===== src/rtl/mem_access_ctrl_pkg.sv =====
// Shared definitions for the memory-stage access controller.
// Holds the FSM state type, load/store funct3 encodings, byte-enable base
// masks, and the load lane-adjust helper.
package mem_access_ctrl_pkg;

    typedef enum logic [1:0] {
        ST_IDLE = 2'd0,
        ST_REQ  = 2'd1,
        ST_WAIT = 2'd2,
        ST_DONE = 2'd3
    } t_mem_state;

    // Load funct3 encodings
    localparam logic [2:0] F3_LB  = 3'b000;
    localparam logic [2:0] F3_LH  = 3'b001;
    localparam logic [2:0] F3_LW  = 3'b010;
    localparam logic [2:0] F3_LD  = 3'b011;
    localparam logic [2:0] F3_LBU = 3'b100;
    localparam logic [2:0] F3_LHU = 3'b101;
    localparam logic [2:0] F3_LWU = 3'b110;

    // Store funct3 encodings
    localparam logic [2:0] F3_SB  = 3'b000;
    localparam logic [2:0] F3_SH  = 3'b001;
    localparam logic [2:0] F3_SW  = 3'b010;
    localparam logic [2:0] F3_SD  = 3'b011;

    // Byte-enable masks for an access at offset 0
    localparam logic [7:0] BE_BYTE  = 8'h01;
    localparam logic [7:0] BE_HALF  = 8'h03;
    localparam logic [7:0] BE_WORD  = 8'h0F;
    localparam logic [7:0] BE_DWORD = 8'hFF;

    // The load mux only selects within bits [31:0], so any sub-doubleword
    // load from the upper word gets its word swapped down.
    function automatic logic [63:0] load_lane_adjust(input logic [63:0] rdata,
                                                     input logic [2:0]  off,
                                                     input logic [2:0]  f3);
        if (off[2] && (f3[1:0] != 2'b11)) begin
            return {rdata[31:0], rdata[63:32]};
        end
        return rdata;
    endfunction

endpackage


===== src/rtl/mem_access_ctrl_if.sv =====
// Request/response bundle between execute, the controller and data memory.
// Signal names are from the controller's point of view (i_* into it, o_* out).
//   slave  : the controller side
//   master : execute + memory side (drives i_*, observes o_*)
interface mem_access_ctrl_if #(
    parameter int DATA_WIDTH = 64,
    parameter int ADDR_WIDTH = 64
);
    // execute request
    logic                  i_req;
    logic                  i_we;
    logic [2:0]            i_func_3;
    logic [ADDR_WIDTH-1:0] i_addr;
    logic [DATA_WIDTH-1:0] i_store_data;
    logic                  o_stall;
    // memory handshake
    logic                  o_mem_req;
    logic                  o_mem_we;
    logic [ADDR_WIDTH-1:0] o_mem_addr;
    logic [DATA_WIDTH-1:0] o_mem_wdata;
    logic [7:0]            o_mem_be;
    logic                  i_mem_ready;
    logic                  i_mem_valid;
    logic [DATA_WIDTH-1:0] i_mem_rdata;
    // completion to the load mux / exception logic
    logic [DATA_WIDTH-1:0] o_data;
    logic [2:0]            o_addr_offset;
    logic [2:0]            o_func_3;
    logic                  o_load_done;
    logic                  o_store_done;
    logic                  o_store_addr_ma;
    logic                  o_store_illegal;

    modport slave (
        input  i_req, i_we, i_func_3, i_addr, i_store_data,
        input  i_mem_ready, i_mem_valid, i_mem_rdata,
        output o_stall, o_mem_req, o_mem_we, o_mem_addr, o_mem_wdata, o_mem_be,
        output o_data, o_addr_offset, o_func_3,
        output o_load_done, o_store_done, o_store_addr_ma, o_store_illegal
    );

    modport master (
        output i_req, i_we, i_func_3, i_addr, i_store_data,
        output i_mem_ready, i_mem_valid, i_mem_rdata,
        input  o_stall, o_mem_req, o_mem_we, o_mem_addr, o_mem_wdata, o_mem_be,
        input  o_data, o_addr_offset, o_func_3,
        input  o_load_done, o_store_done, o_store_addr_ma, o_store_illegal
    );
endinterface


===== src/rtl/mem_access_ctrl_store_align.sv =====
// Combinational store alignment: byte enables, lane-shifted write data and
// store legality (misaligned / illegal funct3). Loads always get all lanes.
//   i_we, i_func_3, i_off, i_store_data : request being accepted
//   o_be, o_wdata                       : memory-side enables and data
//   o_misaligned, o_illegal             : store rejection reasons
module mem_access_ctrl_store_align
    import mem_access_ctrl_pkg::*;
#(
    parameter int DATA_WIDTH = 64
) (
    input  logic                  i_we,
    input  logic [2:0]            i_func_3,
    input  logic [2:0]            i_off,
    input  logic [DATA_WIDTH-1:0] i_store_data,
    output logic [7:0]            o_be,
    output logic [DATA_WIDTH-1:0] o_wdata,
    output logic                  o_misaligned,
    output logic                  o_illegal
);

    // NOTE: every output gets a default before the case so no path leaves
    // a variable unassigned, which would otherwise infer a latch.
    always_comb begin
        o_be         = BE_DWORD;
        o_misaligned = 1'b0;
        if (i_we) begin
            unique case (i_func_3[1:0])
                F3_SB[1:0]: o_be = BE_BYTE << i_off;
                F3_SH[1:0]: begin
                    o_be         = BE_HALF << i_off;
                    o_misaligned = i_off[0];
                end
                F3_SW[1:0]: begin
                    o_be         = BE_WORD << i_off;
                    o_misaligned = |i_off[1:0];
                end
                default: begin
                    o_be         = BE_DWORD;
                    o_misaligned = |i_off;
                end
            endcase
        end
    end

    assign o_wdata   = i_store_data << {i_off, 3'b000};
    assign o_illegal = i_we & i_func_3[2];

endmodule


===== src/rtl/mem_access_ctrl.sv =====
// Memory-stage access controller. Accepts one load/store from execute,
// runs a req/ready/valid handshake on 8-byte-aligned addresses, and returns
// lane-adjusted load data with its funct3/offset to the load mux.
//   i_clk, i_arst : clock, asynchronous active-high reset
//   bus (slave)   : execute request, memory handshake, completion outputs
module mem_access_ctrl
    import mem_access_ctrl_pkg::*;
#(
    parameter int DATA_WIDTH = 64,
    parameter int ADDR_WIDTH = 64
) (
    input  logic             i_clk,
    input  logic             i_arst,
    mem_access_ctrl_if.slave bus
);

    t_mem_state            state_q, state_d;
    logic [2:0]            func_3_q, func_3_d;
    logic [2:0]            off_q, off_d;
    logic                  mem_we_q, mem_we_d;
    logic [ADDR_WIDTH-1:0] mem_addr_q, mem_addr_d;
    logic [DATA_WIDTH-1:0] mem_wdata_q, mem_wdata_d;
    logic [7:0]            mem_be_q, mem_be_d;
    logic [DATA_WIDTH-1:0] data_q, data_d;
    logic [2:0]            addr_offset_q, addr_offset_d;
    logic [2:0]            ld_func_3_q, ld_func_3_d;
    logic                  store_ma_q, store_ma_d;
    logic                  store_illegal_q, store_illegal_d;

    logic                  mem_req;
    logic                  stall;
    logic                  rsp_take;

    logic [7:0]            sa_be;
    logic [DATA_WIDTH-1:0] sa_wdata;
    logic                  sa_misaligned;
    logic                  sa_illegal;

    mem_access_ctrl_store_align #(.DATA_WIDTH(DATA_WIDTH)) u_store_align (
        .i_we         (bus.i_we),
        .i_func_3     (bus.i_func_3),
        .i_off        (bus.i_addr[2:0]),
        .i_store_data (bus.i_store_data),
        .o_be         (sa_be),
        .o_wdata      (sa_wdata),
        .o_misaligned (sa_misaligned),
        .o_illegal    (sa_illegal)
    );

    always_comb begin
        state_d         = state_q;
        func_3_d        = func_3_q;
        off_d           = off_q;
        mem_we_d        = mem_we_q;
        mem_addr_d      = mem_addr_q;
        mem_wdata_d     = mem_wdata_q;
        mem_be_d        = mem_be_q;
        data_d          = data_q;
        addr_offset_d   = addr_offset_q;
        ld_func_3_d     = ld_func_3_q;
        store_ma_d      = 1'b0;
        store_illegal_d = 1'b0;
        mem_req         = 1'b0;
        stall           = 1'b0;
        rsp_take        = 1'b0;

        unique case (state_q)
            ST_IDLE: begin
                if (bus.i_req) begin
                    // Bus fields are registered here so they stay stable
                    // through REQ regardless of what execute does next.
                    func_3_d    = bus.i_func_3;
                    off_d       = bus.i_addr[2:0];
                    mem_we_d    = bus.i_we;
                    mem_addr_d  = {bus.i_addr[ADDR_WIDTH-1:3], 3'b000};
                    mem_wdata_d = sa_wdata;
                    mem_be_d    = sa_be;
                    if (sa_illegal) begin
                        store_illegal_d = 1'b1;
                    end else if (sa_misaligned) begin
                        store_ma_d = 1'b1;
                    end else begin
                        state_d = ST_REQ;
                        stall   = 1'b1;
                    end
                end
            end
            ST_REQ: begin
                mem_req = 1'b1;
                stall   = 1'b1;
                if (bus.i_mem_ready) begin
                    if (bus.i_mem_valid) begin
                        rsp_take = 1'b1;
                        state_d  = ST_DONE;
                    end else begin
                        state_d = ST_WAIT;
                    end
                end
            end
            ST_WAIT: begin
                stall = 1'b1;
                if (bus.i_mem_valid) begin
                    rsp_take = 1'b1;
                    state_d  = ST_DONE;
                end
            end
            default: state_d = ST_IDLE;  // ST_DONE
        endcase

        // Load results only move on a load response; stores leave them alone.
        if (rsp_take && !mem_we_q) begin
            data_d        = load_lane_adjust(bus.i_mem_rdata, off_q, func_3_q);
            addr_offset_d = off_q;
            ld_func_3_d   = func_3_q;
        end
    end

    // NOTE: sequential state uses non-blocking assignments so every flop
    // samples its pre-edge _d value. The data/bus registers are reset too
    // because their outputs must read as zero straight out of reset.
    always_ff @(posedge i_clk or posedge i_arst) begin
        if (i_arst) begin
            state_q         <= ST_IDLE;
            func_3_q        <= '0;
            off_q           <= '0;
            mem_we_q        <= 1'b0;
            mem_addr_q      <= '0;
            mem_wdata_q     <= '0;
            mem_be_q        <= '0;
            data_q          <= '0;
            addr_offset_q   <= '0;
            ld_func_3_q     <= '0;
            store_ma_q      <= 1'b0;
            store_illegal_q <= 1'b0;
        end else begin
            state_q         <= state_d;
            func_3_q        <= func_3_d;
            off_q           <= off_d;
            mem_we_q        <= mem_we_d;
            mem_addr_q      <= mem_addr_d;
            mem_wdata_q     <= mem_wdata_d;
            mem_be_q        <= mem_be_d;
            data_q          <= data_d;
            addr_offset_q   <= addr_offset_d;
            ld_func_3_q     <= ld_func_3_d;
            store_ma_q      <= store_ma_d;
            store_illegal_q <= store_illegal_d;
        end
    end

    assign bus.o_stall         = stall;
    assign bus.o_mem_req       = mem_req;
    assign bus.o_mem_we        = mem_we_q;
    assign bus.o_mem_addr      = mem_addr_q;
    assign bus.o_mem_wdata     = mem_wdata_q;
    assign bus.o_mem_be        = mem_be_q;
    assign bus.o_data          = data_q;
    assign bus.o_addr_offset   = addr_offset_q;
    assign bus.o_func_3        = ld_func_3_q;
    assign bus.o_load_done     = (state_q == ST_DONE) & ~mem_we_q;
    assign bus.o_store_done    = (state_q == ST_DONE) &  mem_we_q;
    assign bus.o_store_addr_ma = store_ma_q;
    assign bus.o_store_illegal = store_illegal_q;

endmodule


===== src/flat_wrapper.sv =====
// flat-port wrapper written by rule: the top's interface ports become plain ports
module mem_access_ctrl_flat import mem_access_ctrl_pkg::*;
#(
    parameter int DATA_WIDTH = 64,
    parameter int ADDR_WIDTH = 64
)
  (i_clk, i_arst, bus_i_req, bus_i_we, bus_i_func_3, bus_i_addr, bus_i_store_data, bus_i_mem_ready, bus_i_mem_valid, bus_i_mem_rdata, bus_o_stall, bus_o_mem_req, bus_o_mem_we, bus_o_mem_addr, bus_o_mem_wdata, bus_o_mem_be, bus_o_data, bus_o_addr_offset, bus_o_func_3, bus_o_load_done, bus_o_store_done, bus_o_store_addr_ma, bus_o_store_illegal);
  mem_access_ctrl_if #(.DATA_WIDTH(DATA_WIDTH), .ADDR_WIDTH(ADDR_WIDTH)) bus_i ();
  input  logic i_clk;
  input  logic i_arst;
  input wire logic [$bits(bus_i.i_req)-1:0] bus_i_req;
  input wire logic [$bits(bus_i.i_we)-1:0] bus_i_we;
  input wire logic [$bits(bus_i.i_func_3)-1:0] bus_i_func_3;
  input wire logic [$bits(bus_i.i_addr)-1:0] bus_i_addr;
  input wire logic [$bits(bus_i.i_store_data)-1:0] bus_i_store_data;
  input wire logic [$bits(bus_i.i_mem_ready)-1:0] bus_i_mem_ready;
  input wire logic [$bits(bus_i.i_mem_valid)-1:0] bus_i_mem_valid;
  input wire logic [$bits(bus_i.i_mem_rdata)-1:0] bus_i_mem_rdata;
  output wire logic [$bits(bus_i.o_stall)-1:0] bus_o_stall;
  output wire logic [$bits(bus_i.o_mem_req)-1:0] bus_o_mem_req;
  output wire logic [$bits(bus_i.o_mem_we)-1:0] bus_o_mem_we;
  output wire logic [$bits(bus_i.o_mem_addr)-1:0] bus_o_mem_addr;
  output wire logic [$bits(bus_i.o_mem_wdata)-1:0] bus_o_mem_wdata;
  output wire logic [$bits(bus_i.o_mem_be)-1:0] bus_o_mem_be;
  output wire logic [$bits(bus_i.o_data)-1:0] bus_o_data;
  output wire logic [$bits(bus_i.o_addr_offset)-1:0] bus_o_addr_offset;
  output wire logic [$bits(bus_i.o_func_3)-1:0] bus_o_func_3;
  output wire logic [$bits(bus_i.o_load_done)-1:0] bus_o_load_done;
  output wire logic [$bits(bus_i.o_store_done)-1:0] bus_o_store_done;
  output wire logic [$bits(bus_i.o_store_addr_ma)-1:0] bus_o_store_addr_ma;
  output wire logic [$bits(bus_i.o_store_illegal)-1:0] bus_o_store_illegal;
  assign bus_i.i_req = bus_i_req;
  assign bus_i.i_we = bus_i_we;
  assign bus_i.i_func_3 = bus_i_func_3;
  assign bus_i.i_addr = bus_i_addr;
  assign bus_i.i_store_data = bus_i_store_data;
  assign bus_i.i_mem_ready = bus_i_mem_ready;
  assign bus_i.i_mem_valid = bus_i_mem_valid;
  assign bus_i.i_mem_rdata = bus_i_mem_rdata;
  assign bus_o_stall = bus_i.o_stall;
  assign bus_o_mem_req = bus_i.o_mem_req;
  assign bus_o_mem_we = bus_i.o_mem_we;
  assign bus_o_mem_addr = bus_i.o_mem_addr;
  assign bus_o_mem_wdata = bus_i.o_mem_wdata;
  assign bus_o_mem_be = bus_i.o_mem_be;
  assign bus_o_data = bus_i.o_data;
  assign bus_o_addr_offset = bus_i.o_addr_offset;
  assign bus_o_func_3 = bus_i.o_func_3;
  assign bus_o_load_done = bus_i.o_load_done;
  assign bus_o_store_done = bus_i.o_store_done;
  assign bus_o_store_addr_ma = bus_i.o_store_addr_ma;
  assign bus_o_store_illegal = bus_i.o_store_illegal;
  mem_access_ctrl #(.DATA_WIDTH(DATA_WIDTH), .ADDR_WIDTH(ADDR_WIDTH)) u_core (.i_clk(i_clk), .i_arst(i_arst), .bus(bus_i));
endmodule

===== config.mk =====
export PLATFORM = sky130hd
export DESIGN_NAME = mem_access_ctrl_flat
export DESIGN_NICKNAME = d
export VERILOG_FILES = /design/src/rtl/mem_access_ctrl_pkg.sv /design/src/rtl/mem_access_ctrl_if.sv /design/src/rtl/mem_access_ctrl_store_align.sv /design/src/rtl/mem_access_ctrl.sv /design/src/flat_wrapper.sv
export SDC_FILE = /design/constraint.sdc
export NUM_CORES = 1
export LEC_CHECK = 0
export BUFFER_PORTS_ARGS = -buffer_cell sky130_fd_sc_hd__buf_2
export CAP_MARGIN = 20
export CORE_AREA = 5 5 158 160
export DETAILED_ROUTE_END_ITERATION = 12
export DIE_AREA = 0 0 163 165
export PLACE_DENSITY = 0.75
export SYNTH_ARGS = -nofsm -noshare
export SYNTH_HDL_FRONTEND = slang
export SYNTH_HIERARCHICAL = 1
export SYNTH_SLANG_ARGS = --single-unit

===== constraint.sdc =====
create_clock -name i_clk -period 11.69 [get_ports i_clk]
set_input_delay 2.338 -clock i_clk [delete_from_list [all_inputs] [get_ports i_clk]]
set_output_delay 2.338 -clock i_clk [all_outputs]
set_load 0.02 [all_outputs]

# Word-level counts from Yosys, hierarchy flattened

Index checks and enable logic that the tools add are counted.
Widths: inputs -> output; s select.

Mux-type cells: 30
Bitwise gates (word level): 4
Equality and inequality tests: 11
Shift-type cells: 4
Reduce and logical (&&, ||, !) cells: 10

Operator list:

| operator            | number |
|---|---|
| $mux 64             | 2 |
| $shl 64x6->64       | 1 |
| $pmux 8 s3          | 1 |
| $mux 1              | 17 |
| $ne 2x2->1 const B  | 6 |
| $mux 2              | 5 |
| $mux 8              | 1 |
| $shl 1x3->8 const A | 1 |
| $shl 2x3->8 const A | 1 |
| $shl 4x3->8 const A | 1 |
| $eq 2x2->1 const B  | 3 |
| $pmux 2 s3          | 1 |
| $reduce_and 5->1    | 1 |
| $eq 2x1->1 const B  | 2 |
| $logic_not 2->1     | 2 |
| $pmux 1 s2          | 2 |
| $reduce_or 2->1     | 2 |
| $and 1x1->1         | 3 |
| $pmux 1 s3          | 1 |
| $reduce_or 3->1     | 1 |
| $logic_and 1x1->1   | 2 |
| $reduce_and 2->1    | 1 |
| $logic_not 1->1     | 1 |
| $not 1->1           | 1 |

Logic and storage cells: 71
Output and inout port bits: 213
Flip-flop bits (word level): 214
Input port bits: 201

# Longest topological paths before layout

Word-level depth: 7
Depth in mapped cells: 8
Depth with buffers taken out: 8

# Hierarchy

The synthesis kept the hierarchy.

By module, submodules not included:

| module                      | area each (µm²) | seq. area each (µm²) | instances | cells each |
|---|---|---|---|---|
| mem_access_ctrl             | 9135.0          | 5355.1               | 1         | 551 |
| mem_access_ctrl_store_align | 1815.5          | 0.0                  | 1         | 245 |

# Worst setup path after synthesis

No wires, ideal clock.

Path kind: input -> output
Start point: input port bus_i_addr[0]
End point: output port bus_o_stall
Data arrival time: 3.685 ns
Path slack: 5.667 ns
Cell stages on the path: 8
Required time: 9.352 ns
Buffers on the path: 3
Path through: buf_4 > buf_4 > buf_4 > o21bai_1 > o311a_1 > nor4bb_1 > nor2_1 > nor2_1

Cells in the longest elaborated chain, start to end: 7
Elaborated cells between the ends (all ways): 8
Classes of those cells: 6 x mux; 2 x reduce/logical

Ends and longest elaborated chain:

| item                                                      | RTL line                                                             | RTL |
|---|---|---|
| start: declaration                                        | flat_wrapper.sv:14                                                   | `input wire logic [$bits(bus_i.i_addr)-1:0] bus_i_addr;` |
| $reduce_or 3->1 / $reduce_or 2->1 (equally long branches) | mem_access_ctrl_store_align.sv:39, mem_access_ctrl_store_align.sv:35 |  |
| $pmux 1 s3 (*)                                            | mem_access_ctrl_store_align.sv:27                                    | `unique case (i_func_3[1:0])` |
| $mux 1 (*)                                                | mem_access_ctrl_store_align.sv:26                                    | `if (i_we) begin` |
| named net u_core.sa_misaligned                            | mem_access_ctrl.sv:36                                                | `logic sa_misaligned;` |
| $mux 1 (*)                                                | mem_access_ctrl.sv:80                                                | `end else if (sa_misaligned) begin` |
| $mux 1 (*)                                                | mem_access_ctrl.sv:78                                                | `if (sa_illegal) begin` |
| $mux 1 (*)                                                | mem_access_ctrl.sv:69                                                | `if (bus.i_req) begin` |
| $pmux 1 s2 (*)                                            | mem_access_ctrl.sv:67                                                | `unique case (state_q)` |
| end: declaration                                          | flat_wrapper.sv:19                                                   | `output wire logic [$bits(bus_i.o_stall)-1:0] bus_o_stall;` |

Mark *: on every way through the listed nets, which the timed path passes. The rest lies on a longest branch.

# Worst setup path after layout

Start point: input port bus_i_addr[1]
End point: output port bus_o_stall

Same word-level chain as after synthesis.

==> impl_results.md <==
* # rows at 56
* Crit Path Max Fanout at 43
* Area of the die at 0.0269 mm2
* Simple-Gate Fraction of Synth Area at 4.34%
* DRC Markers at 0
* Fmax at 162 MHz
* Pwr per Cell Area at 276 mW/mm2
* Reg area at 0.00536 mm2
* Filler cells at 1923
* Critical Path RT at 9.35 ns
* CP arrival at 3.84 ns
* CTS root buf: clkbuf_16
* Vias per cell at 5.32
* Leading post-synthesis cells by instance count: 219 x mux2_2, 214 x dfrtp_1, 60 x mux2_4, 47 x mux2i_1, 40 x nor2_1
* XOR/XNOR Fraction of Synth Area at 0.0800%
* Clk pin slew, worst setup/hold paths at 0.06 ns
* Max cap viols at 0
* Sequential area share after synthesis at 48.9%
* Clock network power share at 19.8%
* Flop pwr share at 32.9%
* First-pass GRT wire length at 48200 um
* Syn Std Cell Area at 0.0110 mm2
* Post-cts sizing count at 0
* Top-area cell type share of the netlist area at 48.9%
* H-Tree Depth at 1
* Net Sw Power at 1480 uW
* Post-synth cell types at 50
* Core ar. at 0.0233 mm2
* Vias in the first global route at 8595
* Initial core utilization at 47.1%
* WL met2 at 16300 um
* CTS Buffer Depth at 3
* I/O Buffers at 410
* Clk sinks at 214
* Top cells by area, synth: dfrtp_1 49%, mux2_2 23%, mux2_4 8.2%
* Clock insertion delay at the later pin of the skew report at 0.51 ns
* Synth Area in Compound Gates at 5.90%
* HP Class: flop to flop
* M1 WL at 11900 um
* Post-CTS setup buffer count at 0
* Nature of the critical path endpoint: primary output
* WL per Instance at 21.1 um
* EDFF count, synth at 0
* Int Pwr at 2380 uW
* GRT overflow at 0
* DIE HEIGHT at 165 um
* Worst Setup Path Type: primary input to primary output
* Detailed-route via count at 8099
* Leak at 0.00699 uW
* Combinational family with the most area after synthesis: multiplexers
* Rel. slew slack at 33.6%
* Syn_area_per_cell at 13.8 um2
* Setup TNS Final at 0 ns
* Num ports at 414
* Synth Register Bits at 214
* RSZ-0062 raised after global routing: false
* DR top layer: met5
* Switching Share at 38.3%
* Gr usage total at 22.7%
* Mux contribution to synthesized area at 35.7%
* Combinational share of power at 47.2%
* Largest net degree at the start of global routing at 149
* DRT Pass-1 Iters at 4
* Synth area leader: dfrtp_1
* Area of the multi-input gates at 0.00520 mm2
* DR iter-0 viols at 374
* Maximum vdd ir drop at 0.173 mV
* TritonCTS Buffers at 24
* Post-layout nets at 1397
* Initial antenna violation count at 3
* Final period util at 52.8%
* Final setup fails at 0
* Layout cell share with drive strength beyond 1 at 62.4%
* Post-Synthesis Cells at 796
* FFs w/ async S/R, synth at 100%
* Worst hold slack at 0.479 ns
* Met3 wire length at 2810 um
* Fin. max-slew vios at 0
* TritonCTS clock tree: built
* Die Wd at 163 um
* Hpwl dp at 23700 um
* Slew @ Worst Pin at 0.996 ns
* Routed Wire Length at 32100 um
* Post-Synth Adder-Cell Area at 1.14%
* Hold-fix buffers, CTS at 0
* Clock Skew at 0.0151 ns
* ANT nets after route at 0
* Hold Fails Final Rpt at 0
* Startpoint Class: primary input
* Status: finished, final reports clean
* Yosys warns at 6
* Area growth, synth to finish at 27.6%
* RePlAce Congestion at 0.893
* Most frequent cell after synthesis: mux2_2
* Main synth FF type: dfrtp_1
* Post-layout minimum cycle time at 6.18 ns
worst max-delay path, cell delays in order:
cell	delay (ns)
buf_2	0.33
a21oi_1	0.22
o21bai_1	0.09
o311a_1	0.18
nor4bb_1	0.32
nor2_1	0.07
nor2_1	0.09
buf_2	0.18
kinds of logic (layout without fill, tap and decap cells):
kind of cell	Yosys count	after routing
AO/OA/AOI/OAI	82	82
XOR/XNOR	1	1
adder cells (fa/ha/maj)	10	10
buffers and inverters	65	470
flip-flops	214	214
multiplexers	332	332
other	1	4
AND/OR/NAND/NOR	91	91
registers in the layout, summed over array words and instances (netlist names), 3 cells and up:
register                  flops
u_core/bus.o_func_3           3
u_core/bus.o_mem_wdata       64
u_core/off_q                  3
u_core/func_3_q               3
u_core/bus.o_addr_offset      3
u_core/bus.o_data            64
u_core/bus.o_mem_addr        61
u_core/bus.o_mem_be           8
power groups by stage:
stage	combinational, uW	sequential (uW)	clock [uW]
CTS	1840	1270	785
floorplan	836	1690	0
detailed placement	1830	1280	0
global route	1930	1320	820
global placement	1800	1260	0
finish	1820	1270	765
final cells by class:
cell class                      count  share of cell area, %
Antenna cell                        1                 0.0179
Clock buffer                       32                   5.02
Clock inverter                     11                  0.770
Inverter                            7                  0.242
Multi-Input combinational cell    519                   37.2
Sequential cell                   214                   38.3
Tap cell                          319                   2.86
Timing Repair Buffer              420                   15.6
layer usage:
metal,vias up,GRT usage [%]
li1,3693,-
met1,3963,26.1
met2,370,40.8
met3,67,6.66
met4,6,7.21
met5,-,0
through the flow:
step / instances / utilization (%) / power (uW) / setup slack, ns / cell area [um2]
2_1_floorplan: 798 / - / 2530 / 3.50 / 11000
3_3_place_gp: 1476 / 56.3 / 3060 / 5.56 / 13100
3_5_place_dp: 1476 / 56.3 / 3110 / 5.52 / 13100
4_1_cts: 1519 / 59.8 / 3890 / 5.51 / 13900
5_1_grt: 1522 / 60.1 / 4070 / 5.36 / 14000
6_report: 1523 / 60.1 / 3860 / 5.51 / 14000
worst paths after layout:
path | from | to | slack (ns) | depth (start not counted)
max | bus_i_addr[1] | bus_o_stall | 5.51 | 8
min | u_core/bus.o_addr_offset[0] | u_core/bus.o_addr_offset[0] | 0.48 | 1
max reg2reg | u_core/state_q[0] | u_core/bus.o_mem_wdata[19] | 8.70 | 5
min reg2reg | u_core/bus.o_addr_offset[0] | u_core/bus.o_addr_offset[0] | 0.48 | 1
max in group asynchronous | i_arst | u_core/bus.o_mem_wdata[51] | 8.64 | 3
min in group asynchronous | i_arst | u_core/bus.o_mem_addr[4] | 1.83 | 2
placed cells by master, fill, tap and decap left out, drive strengths merged, types with 3 or more instances in the layout:
cell	instances
clkbuf	32
o221ai	9
mux2	285
ha	10
o21ai	14
nor2	40
o21a	3
a22o	8
a211oi	17
buf	420
a2bb2oi	7
o2bb2ai	4
dfrtp	214
a21oi	3
inv	7
mux2i	47
nand2	13
conb	3
clkinv	8
nor2b	7
and2	11
a222oi	8
nand3b	8
Power figures use the tool's default switching activity.
